**config.mk**
```make
export PLATFORM = sky130hd
export DESIGN_NAME = l2_arbiter
export DESIGN_NICKNAME = d
export VERILOG_FILES = /design/src/rtl/l2_arbiter.sv
export SDC_FILE = /design/constraint.sdc
export NUM_CORES = 1
export LEC_CHECK = 0
export BUFFER_PORTS_ARGS = -buffer_cell sky130_fd_sc_hd__buf_2
export CAP_MARGIN = 0
export CORE_AREA = 2 2 286 288
export CTS_CLUSTER_DIAMETER = 100
export DETAILED_ROUTE_END_ITERATION = 12
export DIE_AREA = 0 0 288 290
export GPL_TIMING_DRIVEN = 0
export RECOVER_POWER = 100
export SLEW_MARGIN = 40
export SYNTH_ARGS = -nofsm -noshare
export SYNTH_HDL_FRONTEND = slang
export SYNTH_SLANG_ARGS = --single-unit
```
**constraint.sdc**
```tcl
create_clock -name clk -period 8.1 [get_ports clk]
set_clock_uncertainty 0.1 [all_clocks]
set_input_delay 1.215 -clock clk [delete_from_list [all_inputs] [get_ports clk]]
set_output_delay 1.215 -clock clk [all_outputs]
set_load 0.02 [all_outputs]
```
**src/rtl/l2_arbiter.sv**
```systemverilog
// Shares the single L2 port between the L1 I-cache and D-cache: one whole-line
// transaction at a time, round-robin when both ask, saturating grant counters.
module l2_arbiter #(
  parameter int unsigned ADDR_WIDTH = 16,
  parameter int unsigned LINE_WIDTH = 128,
  parameter int unsigned CNT_WIDTH  = 16
) (
  input  logic                  clk,
  input  logic                  rst,
  input  logic [ADDR_WIDTH-1:0] i_address,
  input  logic                  i_read,
  output logic [LINE_WIDTH-1:0] i_rdata,
  output logic                  i_resp,
  input  logic [ADDR_WIDTH-1:0] d_address,
  input  logic                  d_read,
  input  logic                  d_write,
  input  logic [LINE_WIDTH-1:0] d_wdata,
  output logic [LINE_WIDTH-1:0] d_rdata,
  output logic                  d_resp,
  output logic [ADDR_WIDTH-1:0] l2_address,
  output logic                  l2_read,
  output logic                  l2_write,
  output logic [LINE_WIDTH-1:0] l2_wdata,
  input  logic [LINE_WIDTH-1:0] l2_rdata,
  input  logic                  l2_resp,
  output logic [CNT_WIDTH-1:0]  i_grant_cnt,
  output logic [CNT_WIDTH-1:0]  d_grant_cnt
);

  localparam logic [1:0] IDLE    = 2'd0;
  localparam logic [1:0] SERVE_I = 2'd1;
  localparam logic [1:0] SERVE_D = 2'd2;

  localparam logic GRANT_I = 1'b0;
  localparam logic GRANT_D = 1'b1;

  localparam logic [CNT_WIDTH-1:0] CNT_MAX = '1;

  logic [1:0] state;
  logic [1:0] state_next;
  logic       last_grant;
  logic       i_req;
  logic       d_req;
  logic       grant_i;
  logic       grant_d;
  logic       done;

  // Arbitration and transaction sequencing; only IDLE samples new requests.
  always_comb begin
    state_next = state;
    grant_i    = 1'b0;
    grant_d    = 1'b0;
    done       = 1'b0;
    i_req      = i_read;
    d_req      = d_read | d_write;
    case (state)
      IDLE: begin
        if (i_req && (!d_req || (last_grant == GRANT_D))) begin
          grant_i    = 1'b1;
          state_next = SERVE_I;
        end else if (d_req) begin
          grant_d    = 1'b1;
          state_next = SERVE_D;
        end
      end
      SERVE_I, SERVE_D: begin
        if (l2_resp) begin
          done       = 1'b1;
          state_next = IDLE;
        end
      end
      default: state_next = IDLE;
    endcase
  end

  always_ff @(posedge clk or posedge rst) begin
    if (rst) state <= IDLE;
    else     state <= state_next;
  end

  // L2 request registers, round-robin pointer and grant counters.
  always_ff @(posedge clk or posedge rst) begin
    if (rst) begin
      l2_address  <= '0;
      l2_read     <= 1'b0;
      l2_write    <= 1'b0;
      l2_wdata    <= '0;
      last_grant  <= GRANT_I;
      i_grant_cnt <= '0;
      d_grant_cnt <= '0;
    end else if (grant_i) begin
      l2_address <= i_address;
      l2_read    <= 1'b1;
      l2_write   <= 1'b0;
      last_grant <= GRANT_I;
      if (i_grant_cnt != CNT_MAX) i_grant_cnt <= i_grant_cnt + CNT_WIDTH'(1);
    end else if (grant_d) begin
      l2_address <= d_address;
      l2_wdata   <= d_wdata;
      l2_read    <= ~d_write;
      l2_write   <= d_write;
      last_grant <= GRANT_D;
      if (d_grant_cnt != CNT_MAX) d_grant_cnt <= d_grant_cnt + CNT_WIDTH'(1);
    end else if (done) begin
      l2_read  <= 1'b0;
      l2_write <= 1'b0;
    end
  end

  // Completion is routed only to the side being served.
  assign i_resp  = (state == SERVE_I) && l2_resp;
  assign d_resp  = (state == SERVE_D) && l2_resp;
  assign i_rdata = l2_rdata;
  assign d_rdata = l2_rdata;

endmodule

```
=== Word level (Yosys, flattened, before mapping) ===
Cells that the tools add are included.

* Flip-flop bits (word level): 181
* Output and inout port bits: 436

* Reductions and logical operators: 13
* Add/subtract/negate cells: 2
* Equal/unequal tests: 6
* Mux-type cells: 20
* Bitwise operators: 3

{| class="wikitable"
|+ Operators with widths
! kind !! count
|-
| $add A16 B1 Y16 const B || 2
|-
| $mux W16 || 2
|-
| $ne A16 B16 Y1 const B || 2
|-
| $mux W1 || 14
|-
| $mux W2 || 3
|-
| $reduce_and A2 Y1 || 3
|-
| $pmux W2 S2 || 1
|-
| $logic_and A1 B1 Y1 || 3
|-
| $ne A3 B3 Y1 const B || 1
|-
| $reduce_and A3 Y1 || 1
|-
| $reduce_bool A3 Y1 || 1
|-
| $eq A2 B1 Y1 const B || 1
|-
| $eq A2 B2 Y1 const B || 1
|-
| $logic_not A2 Y1 || 1
|-
| $ne A2 B2 Y1 const B || 1
|-
| $not A1 Y1 || 2
|-
| $reduce_bool A2 Y1 || 1
|-
| $reduce_or A2 Y1 || 1
|-
| $logic_not A1 Y1 || 1
|-
| $logic_or A1 B1 Y1 || 1
|-
| $or A1 B1 Y1 || 1
|}

=== Longest topological paths before layout ===
* Depth in word-level cells: 8
* Depth in mapped cells: 9

=== Least setup slack after synthesis ===
Ideal clock, no wire load.

* Kind: input -> output
* Start: input port l2_resp
* End: output port d_resp
* Setup slack: 5354 ps
* Data arrival time: 1431 ps
* Stages: 1
* Path through: and2_1

* Word-level cells in the longest chain between the ends: 1

{| class="wikitable"
|+ Ends and longest elaborated chain
! item !! line !! text
|-
| from (decl) || 25 || <nowiki>input logic l2_resp,</nowiki>
|-
| $logic_and A1 B1 Y1 || 112 || <nowiki>assign d_resp = (state == SERVE_D) && l2_resp;</nowiki>
|-
| to (decl) || 19 || <nowiki>output logic d_resp,</nowiki>
|}

Every way passes these cells.

=== Final worst setup path ===
* Start: input port i_read
* End: register l2_address[6]

* Word-level cells in the longest chain between the ends: 4

{| class="wikitable"
|+ Ends and longest elaborated chain
! item !! line !! text
|-
| from (decl) || 11 || <nowiki>input logic i_read,</nowiki>
|-
| $logic_and A1 B1 Y1 (*) || 58 || <nowiki>if (i_req && (!d_req || (last_grant == GRANT_D))) begin</nowiki>
|-
| $mux W1 || 58 ||
|-
| $mux W1 || 56 || <nowiki>case (state)</nowiki>
|-
| $mux W16 or $reduce_bool A2 Y1 (tied branches) || n/a ||
|-
| to (signal assigned) || 92 || <nowiki>l2_address <= i_address;</nowiki>
|-
| to (signal assigned) || 98 || <nowiki>l2_address <= d_address;</nowiki>
|-
| to (decl) || 20 || <nowiki>output logic [ADDR_WIDTH-1:0] l2_address,</nowiki>
|}

Mark *: on every way between the ends. The rest lies on a longest branch, timed or not.
A chain may end at the register's enable or synchronous reset.

==> flow_results.org <==
** Power
- The analysis attributes to cell leakage a power of 6.71 nW.
- Sw frac :: between 40% and 50%
- Part of the power in the clock network :: around a fifth
- Share of power burned in registers :: 34.6%
- P_int :: 0.00233 W
- Of the total power, combinational logic draws 46.1%.
- Across the VDD grid, the largest voltage drop is 0.141 mV.
- Total Power Consumption :: approximately 0.0045 W
- NetSw :: 0.00217 W
- Power density over the cells :: ~330 nW/um2

** Floorplanning
- Row generation in the floorplan step produced 104 rows.
- Number of top-level pins :: 730
- The die covers approximately 84,000 um2.
- In this run the standard cell core region covers 80,200 um2.
- Effective utilization at floorplan :: about 12%
- Die Ht :: between 200 and 300 um
- The die is 288 um wide.

** Cells and area
- In the final design database the tool counted 1,963 nets.
- The area growth from synthesis to layout is 47.3%.
- The post-route netlist has 28.0% of its cells at a drive strength greater than 1.
- Final instance area :: 13,700 um2
- Final std cells w/o fill :: 2,739

** Detailed routing
- Once detail routing completed, the nets flagged for antenna violations numbered 0.
- For this run, the detailed router's first-pass iteration total came to 4.
- DRC violations left :: 0
- Average wire length per cell after detail routing :: between 10 and 15 um
- The detailed router placed 8,837 vias in this run.
- Number of vias per cell after detailed routing :: 3.23
- First-iteration detailed-routing DRC count :: 266
- Total wirelength of the detailed-routed design :: 38,900 um

** Timing
- Derived from the worst setup path, the maximum achievable clock frequency is 0.244 GHz.
- In the finished design, the share of the clock period the worst path needs comes to roughly 51%.
- In the final timing run, aggregate negative setup slack is 0 ns.
- The worst path needs between 4 and 5 ns of the cycle, external delays included.
- Measured against its own limit, the worst slew margin works out to -42.6%.
- At the pin with the least slew margin, the transition time is 2.13 ns.
- Number of endpoints with negative hold slack in the final report :: 0
- Setup violations remaining at the end of the flow were counted as 0.
- Setup repair after global routing left no endpoint under its margin.
- The max-slew violation count was 41.

** Logic synthesis
- The number of different library cells used by synthesis comes to 42.
- In the post-synthesis netlist, the cell with the most instances is sky130_fd_sc_hd__nand2_1.
- The most used flip-flop cell after synthesis is sky130_fd_sc_hd__dfrtp_1.
- Sorting the synthesized cells by how often they occur yields sky130_fd_sc_hd__nand2_1 (413), sky130_fd_sc_hd__buf_4 (257), sky130_fd_sc_hd__dfrtp_1 (181), sky130_fd_sc_hd__nand3_1 (25), sky130_fd_sc_hd__xor2_1 (25).
- In the synthesized netlist, the number of instances is 1,042.
- Synthesis produced a netlist with a net count of 1,341.
- For this run, the number of Yosys warnings is 0.
- Of the post-synthesis cell area, the dominant cell type holds 48.7%.
- Yosys attributes the largest share of cell area to sky130_fd_sc_hd__dfrtp_1 (49%), sky130_fd_sc_hd__buf_4 (21%), sky130_fd_sc_hd__nand2_1 (17%).
- Sequential area share after synthesis :: 48.7%
- The synthesized netlist occupies a cell area of 9300 um2.
- Counting flops with an async set or reset pin after synthesis yields a share of 100%.
- Seq cells post-synth :: 181
- Synth area leader :: sky130_fd_sc_hd__dfrtp_1
- In this run the mean area of a mapped cell was 8.93 um2.
- In this run, synthesis inferred 0 flip-flops with an integrated enable.

** Critical path
- STA classifies the critical path startpoint as an input pin.
- Endpoint class of the critical path :: flip-flop
- Along the worst path, the maximum fanout reaches 10.
- Critical path start-end classification :: in2reg
- Data arrives at the worst endpoint at 4.41 ns.
- Worst path required time :: 8.40 ns

** CTS
- Num Clock Sinks :: 181
- The number of hold buffers added after CTS was 0.
- Clock root cell :: sky130_fd_sc_hd__clkbuf_16
- The clock passes through at most 2 buffers.
- Clock transition at the registers of the reported paths :: 0.06 ns
- Clock tree from TritonCTS :: yes
- In this run, post-CTS repair resized a total of 0 instances.
- The number of setup buffers added after CTS is 0.
- Clock insertion delay at the later pin of the skew report :: 0.47 ns
- Total number of H-tree levels :: 4
- Inserted Clock Buffers :: 17

** Global route
- The via count of the first global-routing pass came to around 8,600.
- The number of antenna violations at the first check in global routing came to 3.
- Maximum number of pins on one net before global-route repair :: 72
- Total overflow reported by the global router :: 0
- Global routing used around 9.0% of the available tracks.
- Wire length of the first global-routing pass :: 54,300 um

** Placement
- Post-DP HPWL :: roughly 32,000 um
- Placed Area :: 13,700 um2
- In this run, placement finished with an instance count of 2,705.
- Weighted congestion reported at the end of routability-driven placement :: 0.847
- Number of port buffers :: 601

** Run
- Across the run, the number of max-cap violations was 1.

** Min path
- The min-delay analysis places its worst path in the category reg2reg.

** Status
- Failing checks :: capacitance limit, slew limit
- The flow ran to the end, but the final reports show violations.
==> logic make-up (layout without fill, tap and decap cells) <==
kind of cell	after synthesis	after routing	share of synthesized area [%]
other cells	0	3	0
mux	5	5	0.686
buf+inv	298	932	22.7
simple gates	499	499	22.6
compound gates	28	28	2.23
flops	181	181	48.7
xor+xnor	26	26	2.45
fa+ha+maj	5	5	0.673
==> flip-flops by register name (all words and copies together), names as in the netlist <==
register	cells
last_grant	1
l2_wdata	128
d_grant_cnt	16
state	2
i_grant_cnt	16
l2_write	1
l2_address	16
l2_read	1
==> worst max-delay path, cell delays in order <==
cell	delay [ns]
sky130_fd_sc_hd__clkbuf_1	0.12
sky130_fd_sc_hd__a21boi_0	0.31
sky130_fd_sc_hd__o21ai_0	0.24
sky130_fd_sc_hd__clkbuf_1	0.52
sky130_fd_sc_hd__clkbuf_1	0.86
sky130_fd_sc_hd__clkbuf_1	0.84
sky130_fd_sc_hd__nand3_1	0.16
sky130_fd_sc_hd__nand2_1	0.11
==> metrics by stage <==
step | utilization [%] | hold WS, ns | worst slack (ns)
after floorplan | - | 0.400 | 1.87
final | 17.1 | 0.375 | 3.99
after CTS | 17.8 | 0.375 | 5.13
after global routing | 17.1 | 0.393 | 3.54
after global placement | 17.0 | 0.353 | -0.893
after detailed placement | 17.1 | 0.356 | 4.63
==> path summary, 6_finish.rpt <==
path,from,to,slack (ns),cells after the start
max in group asynchronous,rst,i_grant_cnt[15]$_DFFE_PP0P_,5.56,3
worst min-delay path,l2_wdata[98]$_DFFE_PP0P_,l2_wdata[98]$_DFFE_PP0P_,0.38,2
worst min register to register,l2_wdata[98]$_DFFE_PP0P_,l2_wdata[98]$_DFFE_PP0P_,0.38,2
min in group asynchronous,rst,l2_wdata[49]$_DFFE_PP0P_,1.19,2
worst max-delay path,i_read,l2_address[6]$_DFFE_PP0P_,3.99,8
worst max register to register,state[1]$_DFFE_PP0P_,l2_address[6]$_DFFE_PP0P_,4.23,9
==> placed cells by master (no fill, tap or decap), types with 11 or more instances in the layout <==
cell and count:
sky130_fd_sc_hd__a22oi_1 16, sky130_fd_sc_hd__buf_2 171, sky130_fd_sc_hd__buf_4 256, sky130_fd_sc_hd__clkbuf_1 467, sky130_fd_sc_hd__clkbuf_16 17, sky130_fd_sc_hd__dfrtp_1 181, sky130_fd_sc_hd__nand2_1 413, sky130_fd_sc_hd__nand3_1 25
sky130_fd_sc_hd__nor4_1 11, sky130_fd_sc_hd__xor2_1 25
==> cell type report <==
type	instances	area, um2
Tap cell	1060	1330
Buffer	293	2070
Multi-Input combinational cell	563	2650
Inverter	5	20.0
Timing Repair Buffer	603	2510
Antenna cell	3	7.51
Fill cell	9256	66500
Clock inverter	12	144
Sequential cell	181	4530
Clock buffer	19	433
==> layer usage <==
layer / GRT usage [%] / share of wire (%) / vias up / routed length (um)
met2: 15.4 / 49 / 467 / 19000
met4: 4.13 / 2.9 / 2 / 1120
met3: 2.78 / 8.5 / 38 / 3300
met5: 0 / 0.033 / - / 13
li1: - / - / 4285 / -
met1: 10.2 / 40 / 4045 / 15500
==> power by group through the flow <==
stage / combinational [W] / sequential, W / clock, W
2_1_floorplan: 0.000872 / 0.00200 / 0
5_1_grt: 0.00229 / 0.00161 / 0.000950
4_1_cts: 0.00226 / 0.00155 / 0.000926
6_report: 0.00207 / 0.00156 / 0.000868
3_3_place_gp: 0.00224 / 0.00155 / 0
3_5_place_dp: 0.00226 / 0.00155 / 0
No activity file was read; power rests on OpenSTA's default activity.
